<file path="src/rtl/branch_ctrl_pkg.sv">
// branch_ctrl_pkg: MIPS branch opcodes, REGIMM rt codes and shared helpers
package branch_ctrl_pkg;
    localparam logic [5:0]  REGIMM_INST  = 6'b000001;
    localparam logic [5:0]  BEQ          = 6'b000100;
    localparam logic [5:0]  BNE          = 6'b000101;
    localparam logic [5:0]  BLEZ         = 6'b000110;
    localparam logic [5:0]  BGTZ         = 6'b000111;
    localparam logic [4:0]  BLTZ         = 5'b00000;
    localparam logic [4:0]  BGEZ         = 5'b00001;
    localparam logic [4:0]  BLTZAL       = 5'b10000;
    localparam logic [4:0]  BGEZAL       = 5'b10001;
    localparam logic [31:0] ZeroWord     = 32'h0000_0000;
    localparam int          WAIT_MAX_DEF = 15;

    function automatic logic [31:0] br_target(input logic [31:0] pc4, input logic [15:0] imm);
        return pc4 + {{14{imm[15]}}, imm, 2'b00};
    endfunction

    // single-operand branches never look at rt readiness
    function automatic logic rs_only(input logic [5:0] op);
        return op == BLEZ || op == BGTZ || op == REGIMM_INST;
    endfunction
endpackage

</file>
<file path="src/rtl/branch_ctrl_if.sv">
// branch_ctrl_if: decode/hazard/fetch signals around the branch sequencer
interface branch_ctrl_if;
    logic        br_valid_d;
    logic [5:0]  opD;
    logic [4:0]  rtD;
    logic [31:0] a;
    logic [31:0] b;
    logic        rs_rdy;
    logic        rt_rdy;
    logic [31:0] pc_plus4_d;
    logic [15:0] imm_d;
    logic        flush;
    logic        redirect_ready;
    logic        stall_d;
    logic        redirect_valid;
    logic [31:0] redirect_target;
    logic        link_en;
    logic [31:0] link_addr;
    logic        wait_err;
    logic [31:0] br_cnt;
    logic [31:0] taken_cnt;

    modport master (
        output br_valid_d, opD, rtD, a, b, rs_rdy, rt_rdy, pc_plus4_d, imm_d, flush, redirect_ready,
        input  stall_d, redirect_valid, redirect_target, link_en, link_addr, wait_err, br_cnt, taken_cnt
    );

    modport slave (
        input  br_valid_d, opD, rtD, a, b, rs_rdy, rt_rdy, pc_plus4_d, imm_d, flush, redirect_ready,
        output stall_d, redirect_valid, redirect_target, link_en, link_addr, wait_err, br_cnt, taken_cnt
    );
endinterface

</file>
<file path="src/rtl/branch_ctrl_br_cond.sv">
// br_cond: combinational branch condition and link decode
module br_cond
    import branch_ctrl_pkg::*;
(
    input  logic [5:0]  opD,
    input  logic [4:0]  rtD,
    input  logic [31:0] a,
    input  logic [31:0] b,
    output logic        taken,
    output logic        is_link
);
    logic regimm;
    logic a_zero;

    // unknown opcodes and REGIMM sub-ops fall through to not taken
    always_comb begin
        regimm  = opD == REGIMM_INST;
        a_zero  = a == ZeroWord;
        is_link = regimm & (rtD == BGEZAL | rtD == BLTZAL);
        taken   = opD == BEQ  ? a == b :
                  opD == BNE  ? a != b :
                  opD == BGTZ ? !a[31] & !a_zero :
                  opD == BLEZ ? a[31] | a_zero :
                  !regimm     ? 1'b0 :
                  (rtD == BGEZ | rtD == BGEZAL) ? !a[31] :
                  (rtD == BLTZ | rtD == BLTZAL) ? a[31] : 1'b0;
    end
endmodule

</file>
<file path="src/rtl/branch_ctrl.sv">
// branch_ctrl: decode-stage branch sequencer with operand wait and fetch redirect
module branch_ctrl
    import branch_ctrl_pkg::*;
#(
    parameter int WAIT_MAX = WAIT_MAX_DEF
) (
    input  logic         clk,
    input  logic         resetn,
    branch_ctrl_if.slave bus
);
    localparam int CW = $clog2(WAIT_MAX + 1);

    typedef enum logic [1:0] {IDLE, WAIT_OPND, REDIRECT} state_t;

    state_t        state;
    state_t        nxt;
    logic [CW-1:0] wcnt;
    logic [31:0]   target;
    logic [31:0]   br_cnt;
    logic [31:0]   taken_cnt;
    logic          taken;
    logic          is_link;
    logic          rdy;
    logic          eval;

    br_cond u_cond (
        .opD     (bus.opD),
        .rtD     (bus.rtD),
        .a       (bus.a),
        .b       (bus.b),
        .taken   (taken),
        .is_link (is_link)
    );

    assign rdy = bus.rs_rdy & (rs_only(bus.opD) | bus.rt_rdy);

    // next state and evaluate strobe; IDLE and WAIT_OPND resolve a branch identically
    always_comb begin
        eval = 1'b0;
        nxt  = state;
        if (state == REDIRECT) begin
            nxt = bus.redirect_ready ? IDLE : REDIRECT;
        end else begin
            eval = bus.br_valid_d & rdy;
            nxt  = !bus.br_valid_d ? IDLE : !rdy ? WAIT_OPND : taken ? REDIRECT : IDLE;
        end
        if (bus.flush) begin
            eval = 1'b0;
            nxt  = IDLE;
        end
    end

    assign bus.stall_d         = resetn & bus.br_valid_d & (state == REDIRECT | !rdy);
    assign bus.redirect_valid  = state == REDIRECT & !bus.flush;
    assign bus.redirect_target = target;
    assign bus.link_en         = resetn & eval & is_link;
    assign bus.link_addr       = bus.link_en ? bus.pc_plus4_d + 32'd4 : ZeroWord;
    assign bus.wait_err        = resetn & !bus.flush & state == WAIT_OPND & bus.br_valid_d & !rdy
                                 & wcnt == CW'(WAIT_MAX - 1);
    assign bus.br_cnt          = br_cnt;
    assign bus.taken_cnt       = taken_cnt;

    // state, saturating wait counter, latched target and perf counters
    always_ff @(posedge clk or negedge resetn) begin
        if (!resetn) begin
            state     <= IDLE;
            wcnt      <= '0;
            target    <= ZeroWord;
            br_cnt    <= ZeroWord;
            taken_cnt <= ZeroWord;
        end else begin
            state <= nxt;
            wcnt  <= (state == WAIT_OPND && nxt == WAIT_OPND) ?
                     (wcnt == CW'(WAIT_MAX) ? wcnt : wcnt + 1'b1) : '0;
            if (eval)
                br_cnt <= br_cnt + 32'd1;
            if (eval & taken) begin
                target    <= br_target(bus.pc_plus4_d, bus.imm_d);
                taken_cnt <= taken_cnt + 32'd1;
            end
        end
    end
endmodule

</file>
<file path="src/flat_wrapper.sv">
// flat-port wrapper written by rule: the top's interface ports become plain ports
module branch_ctrl_flat import branch_ctrl_pkg::*;
#(
    parameter int WAIT_MAX = WAIT_MAX_DEF
)
  (clk, resetn, bus_br_valid_d, bus_opD, bus_rtD, bus_a, bus_b, bus_rs_rdy, bus_rt_rdy, bus_pc_plus4_d, bus_imm_d, bus_flush, bus_redirect_ready, bus_stall_d, bus_redirect_valid, bus_redirect_target, bus_link_en, bus_link_addr, bus_wait_err, bus_br_cnt, bus_taken_cnt);
  branch_ctrl_if bus_i ();
  input  logic clk;
  input  logic resetn;
  input wire logic [$bits(bus_i.br_valid_d)-1:0] bus_br_valid_d;
  input wire logic [$bits(bus_i.opD)-1:0] bus_opD;
  input wire logic [$bits(bus_i.rtD)-1:0] bus_rtD;
  input wire logic [$bits(bus_i.a)-1:0] bus_a;
  input wire logic [$bits(bus_i.b)-1:0] bus_b;
  input wire logic [$bits(bus_i.rs_rdy)-1:0] bus_rs_rdy;
  input wire logic [$bits(bus_i.rt_rdy)-1:0] bus_rt_rdy;
  input wire logic [$bits(bus_i.pc_plus4_d)-1:0] bus_pc_plus4_d;
  input wire logic [$bits(bus_i.imm_d)-1:0] bus_imm_d;
  input wire logic [$bits(bus_i.flush)-1:0] bus_flush;
  input wire logic [$bits(bus_i.redirect_ready)-1:0] bus_redirect_ready;
  output wire logic [$bits(bus_i.stall_d)-1:0] bus_stall_d;
  output wire logic [$bits(bus_i.redirect_valid)-1:0] bus_redirect_valid;
  output wire logic [$bits(bus_i.redirect_target)-1:0] bus_redirect_target;
  output wire logic [$bits(bus_i.link_en)-1:0] bus_link_en;
  output wire logic [$bits(bus_i.link_addr)-1:0] bus_link_addr;
  output wire logic [$bits(bus_i.wait_err)-1:0] bus_wait_err;
  output wire logic [$bits(bus_i.br_cnt)-1:0] bus_br_cnt;
  output wire logic [$bits(bus_i.taken_cnt)-1:0] bus_taken_cnt;
  assign bus_i.br_valid_d = bus_br_valid_d;
  assign bus_i.opD = bus_opD;
  assign bus_i.rtD = bus_rtD;
  assign bus_i.a = bus_a;
  assign bus_i.b = bus_b;
  assign bus_i.rs_rdy = bus_rs_rdy;
  assign bus_i.rt_rdy = bus_rt_rdy;
  assign bus_i.pc_plus4_d = bus_pc_plus4_d;
  assign bus_i.imm_d = bus_imm_d;
  assign bus_i.flush = bus_flush;
  assign bus_i.redirect_ready = bus_redirect_ready;
  assign bus_stall_d = bus_i.stall_d;
  assign bus_redirect_valid = bus_i.redirect_valid;
  assign bus_redirect_target = bus_i.redirect_target;
  assign bus_link_en = bus_i.link_en;
  assign bus_link_addr = bus_i.link_addr;
  assign bus_wait_err = bus_i.wait_err;
  assign bus_br_cnt = bus_i.br_cnt;
  assign bus_taken_cnt = bus_i.taken_cnt;
  branch_ctrl #(.WAIT_MAX(WAIT_MAX)) u_core (.clk(clk), .resetn(resetn), .bus(bus_i));
endmodule
</file>
<file path="config.mk">
export PLATFORM = sky130hd
export DESIGN_NAME = branch_ctrl_flat
export DESIGN_NICKNAME = d
export VERILOG_FILES = /design/src/rtl/branch_ctrl_pkg.sv /design/src/rtl/branch_ctrl_if.sv /design/src/rtl/branch_ctrl_br_cond.sv /design/src/rtl/branch_ctrl.sv /design/src/flat_wrapper.sv
export SDC_FILE = /design/constraint.sdc
export NUM_CORES = 1
export LEC_CHECK = 0
export BUFFER_PORTS_ARGS = -buffer_cell sky130_fd_sc_hd__buf_2
export CAP_MARGIN = 20
export CORE_MARGIN = 2
export CORE_UTILIZATION = 53
export CTS_BUF_LIST = sky130_fd_sc_hd__clkbuf_8
export CTS_CLUSTER_SIZE = 14
export DETAILED_ROUTE_END_ITERATION = 12
export PLACE_DENSITY = 0.95
export SYNTH_ARGS = -nofsm -noshare
export SYNTH_HDL_FRONTEND = slang
export SYNTH_HIERARCHICAL = 1
export SYNTH_SLANG_ARGS = --single-unit
</file>
<file path="constraint.sdc">
create_clock -name clk -period 6.8 [get_ports clk]
set_clock_uncertainty 0.05 [all_clocks]
set_input_delay 1.02 -clock clk [delete_from_list [all_inputs] [get_ports clk]]
set_output_delay 1.02 -clock clk [all_outputs]
set_load 0.005 [all_outputs]
</file>
* Word level (Yosys, flattened, before mapping) *
Cells that the tools add are included.

word-level totals
  bits in writable memories = 0
  flip-flop bits (word level) = 102
  memories kept = 0
  latch bits = 0
  bits in read-only memories = 0

operators by class
  divide/modulo/power cells = 0
  equality and inequality tests = 16
  mux-type cells = 18
  $add $sub $neg = 5
  shift operators = 0
  $mul = 0
  reduce and logical (&&, ||, !) cells = 9
  order comparisons = 0
  bitwise operators = 21

operator list
  cell                                                              count
  32-bit by 1-bit adder with 32-bit output (second input constant)  2
  32-bit by 3-bit adder with 32-bit output (second input constant)  1
  32-bit adder                                                      1
  32-bit == test                                                    1
  32-bit logical NOT                                                1
  32-bit two-way mux                                                1
  32-bit inequality test                                            1
  6-bit by 3-bit == test with 1-bit output (second input constant)  4
  1-bit bitwise AND                                                 15
  2-bit two-way mux                                                 6
  5-bit == test (second input constant)                             2
  1-bit two-way mux                                                 9
  4-bit == test (second input constant)                             2
  4-bit two-way mux                                                 2
  6-bit by 1-bit == test with 1-bit output (second input constant)  1
  1-bit bitwise OR                                                  6
  5-bit by 1-bit == test with 1-bit output (second input constant)  1
  5-bit logical NOT                                                 1
  4-bit by 1-bit adder with 4-bit output (second input constant)    1
  2-bit by 1-bit == test with 1-bit output (second input constant)  2
  1-bit logical NOT                                                 4
  2-bit == test (second input constant)                             1
  1-bit logical OR                                                  2
  2-bit inequality test (second input constant)                     1
  1-bit logical AND                                                 1

* Logic depth before layout (Yosys ltp) *
Gate-level depths: netlist of run 1.

  depth after elaboration = 17
  gate-level depth with buffers = 11
  depth with buffers taken out = 11

* Modules after synthesis *
The synthesis of run 1 kept the hierarchy.

modules (own cells, without submodules)
  module       instances  area each (um^2)  cells an instance
  branch_ctrl  1          6309.8            683
  br_cond      1          521.8             70

* Least setup slack after synthesis of run 1 *
No wires, ideal clock.

  path type = input to output
  start = input port bus_opD[1]
  end = output port bus_link_addr[21]
  required time = 5.730 ns
  arrival = 2.776 ns
  setup slack = 2.954 ns
  cell stages on the path = 8
  path through = or3b_1 > a2111oi_2 > o2111a_2 > buf_6 > nand3_1 > clkbuf_1 > clkbuf_1 > nor2_1

on the way
  longest elaborated chain between the ends = 11

ends and longest elaborated chain
  element                                   line                   source
  from (decl)                               flat_wrapper.sv:11     input wire logic [$bits(bus_i.opD)-1:0] bus_opD;
  6-bit by 3-bit == test with 1-bit output  branch_ctrl_pkg.sv:21  return op == BLEZ || op == BGTZ || op == REGIMM_INST;
  1-bit logical OR (2 in a row)             branch_ctrl_pkg.sv:21
  1-bit bitwise OR                          branch_ctrl.sv:35      assign rdy = bus.rs_rdy & (rs_only(bus.opD) | bus.rt_rdy);
  1-bit bitwise AND                         branch_ctrl.sv:35
  1-bit bitwise AND                         branch_ctrl.sv:44      eval = bus.br_valid_d & rdy;
  1-bit two-way mux                         branch_ctrl.sv:41      if (state == REDIRECT) begin
  1-bit two-way mux                         branch_ctrl.sv:47      if (bus.flush) begin
  1-bit bitwise AND                         branch_ctrl.sv:56      assign bus.link_en = resetn & eval & is_link;
  1-bit bitwise AND *                       branch_ctrl.sv:56
  32-bit two-way mux *                      branch_ctrl.sv:57      assign bus.link_addr = bus.link_en ? bus.pc_plus4_d + 32'd4 : ZeroWord;
  to (decl)                                 flat_wrapper.sv:25     output wire logic [$bits(bus_i.link_addr)-1:0] bus_link_addr;

Mark *: on every way between the ends. The rest lies on a longest branch, timed or not.

* Final worst setup path of run 1 *
  start = input port bus_opD[1]
  end = output port bus_link_addr[31]

Same word-level chain as after synthesis.

==> run summary, run 1 <==
WP data arrival = 3.09 ns
Sum Neg Setup Slack = 0 ns
wire per inst = 15.5 um
first-pass GRT wire length = 30000 um
Area Growth Syn to Fin = 24.9%
Ys Warns = 6
most frequent cells in the layout = buf_2 (260), dfrtp_1 (102), nand2_1 (84), xnor2_1 (75), xor2_1 (71)
Post-Syn Nets = 918
Reg2Reg Launch Point = u_core/state[0]
Critical Path Most Common Cell = buf_2
number of enable flip-flop cells after synthesis = 0
measured slew at the worst slew-check pin = 0.816 ns
reg2reg path depth = 6
Max-slew headroom = 0.456
Hold Crit Class = reg -> reg
number of core rows = 41
pwr/cell area = 164 nW/um2
CTS Buffer Depth = 2
Worst Setup EP = bus_link_addr[31]
drt first pass iters = 5
clock-pin slew on the worst setup and hold paths = 0.11 ns
crit path kind = in -> out
Post-CTS Hold Buffers = 0
final setup vio count = 0
status = finished clean
final worst path period need = 4.16 ns
IO Port Bufs = 261
reg-to-reg setup timing slack = 4.34 ns
Vias per Instance = 5.62
Critical Path Sink Type = output pin
Worst setup SP type = primary input
all-layer global routing usage = 0.264
Post-CTS Setup Bufs = 0
cell chain of the critical path = buf_2 -> or3b_1 -> a2111oi_2 -> o2111a_2 -> nand3_1 -> buf_8 -> nor2_1 -> buf_2
Final Instance Area = 8530 um2
Crit Path Max Fanout = 29
CP Buf/Inv Count = 3
slowest CP cell = o2111a_2
cell depth of the worst setup path = 8
syn_area_per_cell = 9.07 um2
vias post-DR = 6679
FMAX = 241 MHz
DR iter-0 viols = 522
critical path's largest stage delay = 0.42 ns
Die Width = 118 um
Leakage Power = 4.34 nW
CTS tree = yes
DRC = 0
grt ovf = 0
Hold Fails Final Rpt = 0
R2R Path End = u_core/bus.redirect_target[12]
hpwl dp = 14700 um
most common cell after layout, fill and taps aside = buf_2
Synth cell types = 59
CTS resizes = 0
Die Ht = 118 um
max-slew violation total from the final report = 0
Yosys reg bits = 102
CTS Buf Count = 9
Clock Root Buffer = clkbuf_8
layout cells sized above 1 = 0.294
Antenna diodes = 0
peak supply drop = 0.0778 mV
asr flop ratio synth = 1.00
clk_lat worst skew = 0.38 ns
max-cap violation count = 0
placed inst area = 8300 um2
Crit path max-delay family = compound AO/OA/AOI/OAI gates
initial antenna violation count = 0
vias in the first global route = 6209
die area = 13800 um2
Final Cycle Share = 0.611
IO Count = 262
Syn Inst Count = 753
Final nets = 1177
RSZ-0062 raised after global routing = no
Initial Utilization = 0.541
sequential area share after synthesis = 0.374
Worst Path Required = 5.73 ns
Top FF cell, synth = dfrtp_1
Final ANT Viol Nets = 0
RD Place Congestion = 0.949
synthesized cell area = 6830 um2
H-tree depth = 3
CP startpoint = bus_opD[1]
Routed Wire Length = 18400 um
CORE AREA = 12600 um2
Sink Count = 102
pin count of the biggest net entering global routing = 68
## state kept, by name, indices dropped and copies added, names as in the netlist
| signal | cells |
|---|---|
| u_core/bus.br_cnt | 32 |
| u_core/bus.redirect_target | 32 |
| u_core/bus.taken_cnt | 32 |
| u_core/wcnt | 4 |
| u_core/state | 2 |
## cell usage after synthesis, drive strengths merged (2+ instances only)
cell type,n,area (um2)
a2111oi,2,23.8
clkbuf,13,48.8
buf,3,20.0
o21bai,4,30.0
a21oi,30,150
nor4b,3,26.3
nand3,49,245
inv,13,48.8
a21boi,2,15.0
or2,2,12.5
a31oi,2,12.5
xor2,72,638
nor2b,3,18.8
or3,4,25.0
nor4,17,113
a211oi,5,37.5
nor2,62,240
o31ai,2,15.0
nand2,85,319
mux2,6,67.6
o21ai,42,210
nand2b,4,25.0
and3,20,125
nor3b,7,52.6
a21o,13,97.6
and2,7,43.8
o211ai,3,22.5
xnor2,75,657
and4,12,105
nand4,24,156
nor3,13,80.1
dfrtp,102,2550
o21a,2,15.0
ha,34,425
## routing by layer
layer  global-route usage  up-vias  routed length [um]
met5                    0        -                   0
met2                0.433      272                8620
met4               0.0889        0                 467
met3               0.0567       39                1270
li1                     -     3188                   -
met1                0.348     3180                8090
## through the flow
step                power (mW)  cells  hold WS, ns  worst slack (ns)  utilization
floorplan                0.847    753        0.415              2.95            -
global placement         0.983   1172        0.405              2.04        0.658
detailed placement       0.996   1172        0.414              1.95        0.658
CTS                       1.40   1188        0.433              1.96        0.675
global route              1.47   1189        0.448              2.46        0.676
finish                    1.40   1189        0.425              2.64        0.676
## final cells by class
cell class | count | area, um2
multi-input combinational | 622 | 4160
clock inverter | 6 | 73.8
inverter | 13 | 48.8
fill | 1000 | 4090
clock buffer | 10 | 138
tap | 172 | 215
timing repair buffer | 264 | 1340
sequential | 102 | 2550
## report_power, final
| group | switching, mW | internal, mW | total (mW) | leakage [nW] |
|---|---|---|---|---|
| clock network | 0.221 | 0.185 | 0.406 | 0.101 |
| logic | 0.177 | 0.146 | 0.323 | 2.84 |
| registers | 0.0315 | 0.636 | 0.668 | 1.39 |
| total | 0.429 | 0.968 | 1.40 | 4.34 |
## worst reg2reg max path, stage by stage (launching register included)
cell and delay, ns:
dfrtp_1 0.36, nand2b_1 0.20, o2111a_2 0.42, nand2_2 0.35, buf_4 0.40, or4b_1 0.54
nand3_1 0.08
## cells by family (layout without fill, tap and decap cells)
group,after synthesis,after routing,synth area share
AOI/OAI and AO/OA,117,117,0.105
adders and majority gates,35,35,0.0652
and+or+nand+nor,316,316,0.238
DFF,102,102,0.374
xor gates and xnor gates,147,147,0.190
buffers and inverters,29,293,0.0172
muxes,7,7,0.0114
## how the worst min path moves through the flow
stage,startpoint,to,depth (start not counted)
6_report,u_core/bus.br_cnt[31],u_core/bus.br_cnt[31],1
5_1_grt,u_core/bus.br_cnt[31],u_core/bus.br_cnt[31],1
4_1_cts,u_core/bus.br_cnt[31],u_core/bus.br_cnt[31],1
3_5_place_dp,u_core/bus.br_cnt[31],u_core/bus.br_cnt[31],1
3_3_place_gp,u_core/bus.br_cnt[31],u_core/bus.br_cnt[31],1
2_1_floorplan,u_core/bus.br_cnt[31],u_core/bus.br_cnt[31],1
Note: power is estimated with default switching activity, not from simulation.
==> run 2, diff against run 1 <==
--- a/config.mk
+++ b/config.mk
@@ -8,11 +8,11 @@
 export BUFFER_PORTS_ARGS = -buffer_cell sky130_fd_sc_hd__buf_2
 export CAP_MARGIN = 20
 export CORE_MARGIN = 2
-export CORE_UTILIZATION = 53
+export CORE_UTILIZATION = 51
 export CTS_BUF_LIST = sky130_fd_sc_hd__clkbuf_8
 export CTS_CLUSTER_SIZE = 14
 export DETAILED_ROUTE_END_ITERATION = 12
-export PLACE_DENSITY = 0.95
+export PLACE_DENSITY = 0.94
 export SYNTH_ARGS = -nofsm -noshare
 export SYNTH_HDL_FRONTEND = slang
 export SYNTH_HIERARCHICAL = 1
==> constraint.sdc (replaced) <==
create_clock -name clk -period 4.2 [get_ports clk]
set_clock_uncertainty 0.05 [all_clocks]
set_input_delay 0.63 -clock clk [delete_from_list [all_inputs] [get_ports clk]]
set_output_delay 0.63 -clock clk [all_outputs]
set_load 0.005 [all_outputs]
==> run summary, run 2 (same netlist as run 1, synthesis figures left out) <==
most frequent cells in the layout = buf_2 (260), dfrtp_1 (102), nand2_1 (84), xnor2_1 (75), xor2_1 (71)
CTS Buffer Depth = 2
Placement Setup Slack = 0.522 ns
CTS Buf Count = 9
final setup vio count = 0
pin count of the biggest net entering global routing = 68
clock-pin slew on the worst setup and hold paths = 0.09 ns
CTS resizes = 0
final worst path period need = 3.47 ns
all-layer global routing usage = 0.255
logic gate share of total power = 0.239
FMAX = 288 MHz
IO Port Bufs = 261
Hold Crit Class = in -> async
CORE AREA = 13100 um2
Clk pwr share = 0.263
measured slew at the worst slew-check pin = 0.814 ns
Int Pwr = 1.53 mW
CTS tree = yes
Worst setup SP type = primary input
first-pass GRT wire length = 29900 um
Final ANT Viol Nets = 0
vias post-DR = 6560
clk_lat worst skew = 0.35 ns
Area Growth Syn to Fin = 24.5%
reg-to-reg setup timing slack = 1.87 ns
pwr/cell area = 256 nW/um2
layout cells sized above 1 = 0.292
DRC = 0
sequential power share = 0.498
Initial Utilization = 0.520
Critical Path Sink Type = output pin
Die Width = 120 um
peak supply drop = 0.132 mV
Final Instance Area = 8500 um2
Max-slew headroom = 0.443
hpwl dp = 14900 um
placed inst area = 8320 um2
Die Ht = 120 um
max-cap violation count = 0
Clock Root Buffer = clkbuf_8
RD Place Congestion = 0.986
Hold Fails Final Rpt = 0
most common cell after layout, fill and taps aside = buf_2
number of core rows = 42
Crit Path Max Fanout = 30
R2R Path End = u_core/bus.taken_cnt[26]
H-tree depth = 3
RSZ-0062 raised after global routing = no
Reg2Reg Launch Point = u_core/bus.taken_cnt[2]
vias in the first global route = 6181
Antenna diodes = 0
Pwr Total = 2.17 mW
Post-CTS Setup Bufs = 0
crit path kind = in -> out
DR iter-0 viols = 490
WP data arrival = 2.79 ns
sw frac = 0.298
Final nets = 1177
drt first pass iters = 5
final setup margin = 0.732 ns
Leakage Power = 4.33 nW
Worst Path Required = 3.52 ns
Vias per Instance = 5.50
status = finished clean
Final Cycle Share = 0.826
Routed Wire Length = 18500 um
Sum Neg Setup Slack = 0 ns
max-slew violation total from the final report = 0
Hold WS = 0.169 ns
wire per inst = 15.5 um
die area = 14300 um2
Sink Count = 102
switching component of the power = 649 uW
reg2reg path depth = 8
grt ovf = 0
IO Count = 262
Post-CTS Hold Buffers = 0
initial antenna violation count = 0
[run 2: worst max path at each step]
stage               cells after the start                             to  slack, ns  startpoint
global route                           11        u_core/bus.taken_cnt[5]       0.54   bus_a[31]
finish                                  9               bus_link_addr[0]       0.73  bus_opD[2]
detailed placement                     10  u_core/bus.redirect_target[1]       0.52   bus_a[31]
floorplan                               8              bus_link_addr[21]       1.13  bus_opD[1]
CTS                                     9               bus_link_addr[0]       0.76  bus_opD[1]
global placement                       10  u_core/bus.redirect_target[1]       0.63   bus_b[15]
[run 2: cell type report]
class	instances	area [um2]
tap	176	220
sequential	102	2550
fill	1063	4640
multi-input combinational	622	4160
clock inverter	3	20.0
inverter	13	48.8
timing repair buffer	264	1330
clock buffer	12	165
[run 2: worst max-delay path, stage by stage]
cell and delay (ns):
buf_2 0.15, or3b_1 0.38, a2111oi_2 0.37, o2111a_2 0.45, nand3_1 0.12, buf_4 0.26
inv_1 0.15, and2_1 0.15, buf_2 0.11
[run 2: power by group through the flow]
stage | Sequential, mW | Combinational, mW | Clock [mW]
floorplan | 1.10 | 0.276 | 0
global placement | 1.10 | 0.497 | 0
detailed placement | 1.10 | 0.513 | 0
CTS | 1.08 | 0.516 | 0.598
global route | 1.09 | 0.575 | 0.628
finish | 1.08 | 0.520 | 0.572
[run 2: per-layer routing]
metal  global-route usage  vias to the layer above  share of wire
li1                     -                     3182              -
met1                0.348                     3088           0.44
met2                0.420                      264           0.47
met3               0.0399                       26          0.066
met4               0.0765                        0          0.015
met5                    0                        -              0
[run 2: metrics by stage]
stage / util / instances
after floorplan: - / 753
after global placement: 0.633 / 1177
after detailed placement: 0.633 / 1177
after CTS: 0.647 / 1192
after global routing: 0.647 / 1192
final: 0.647 / 1192
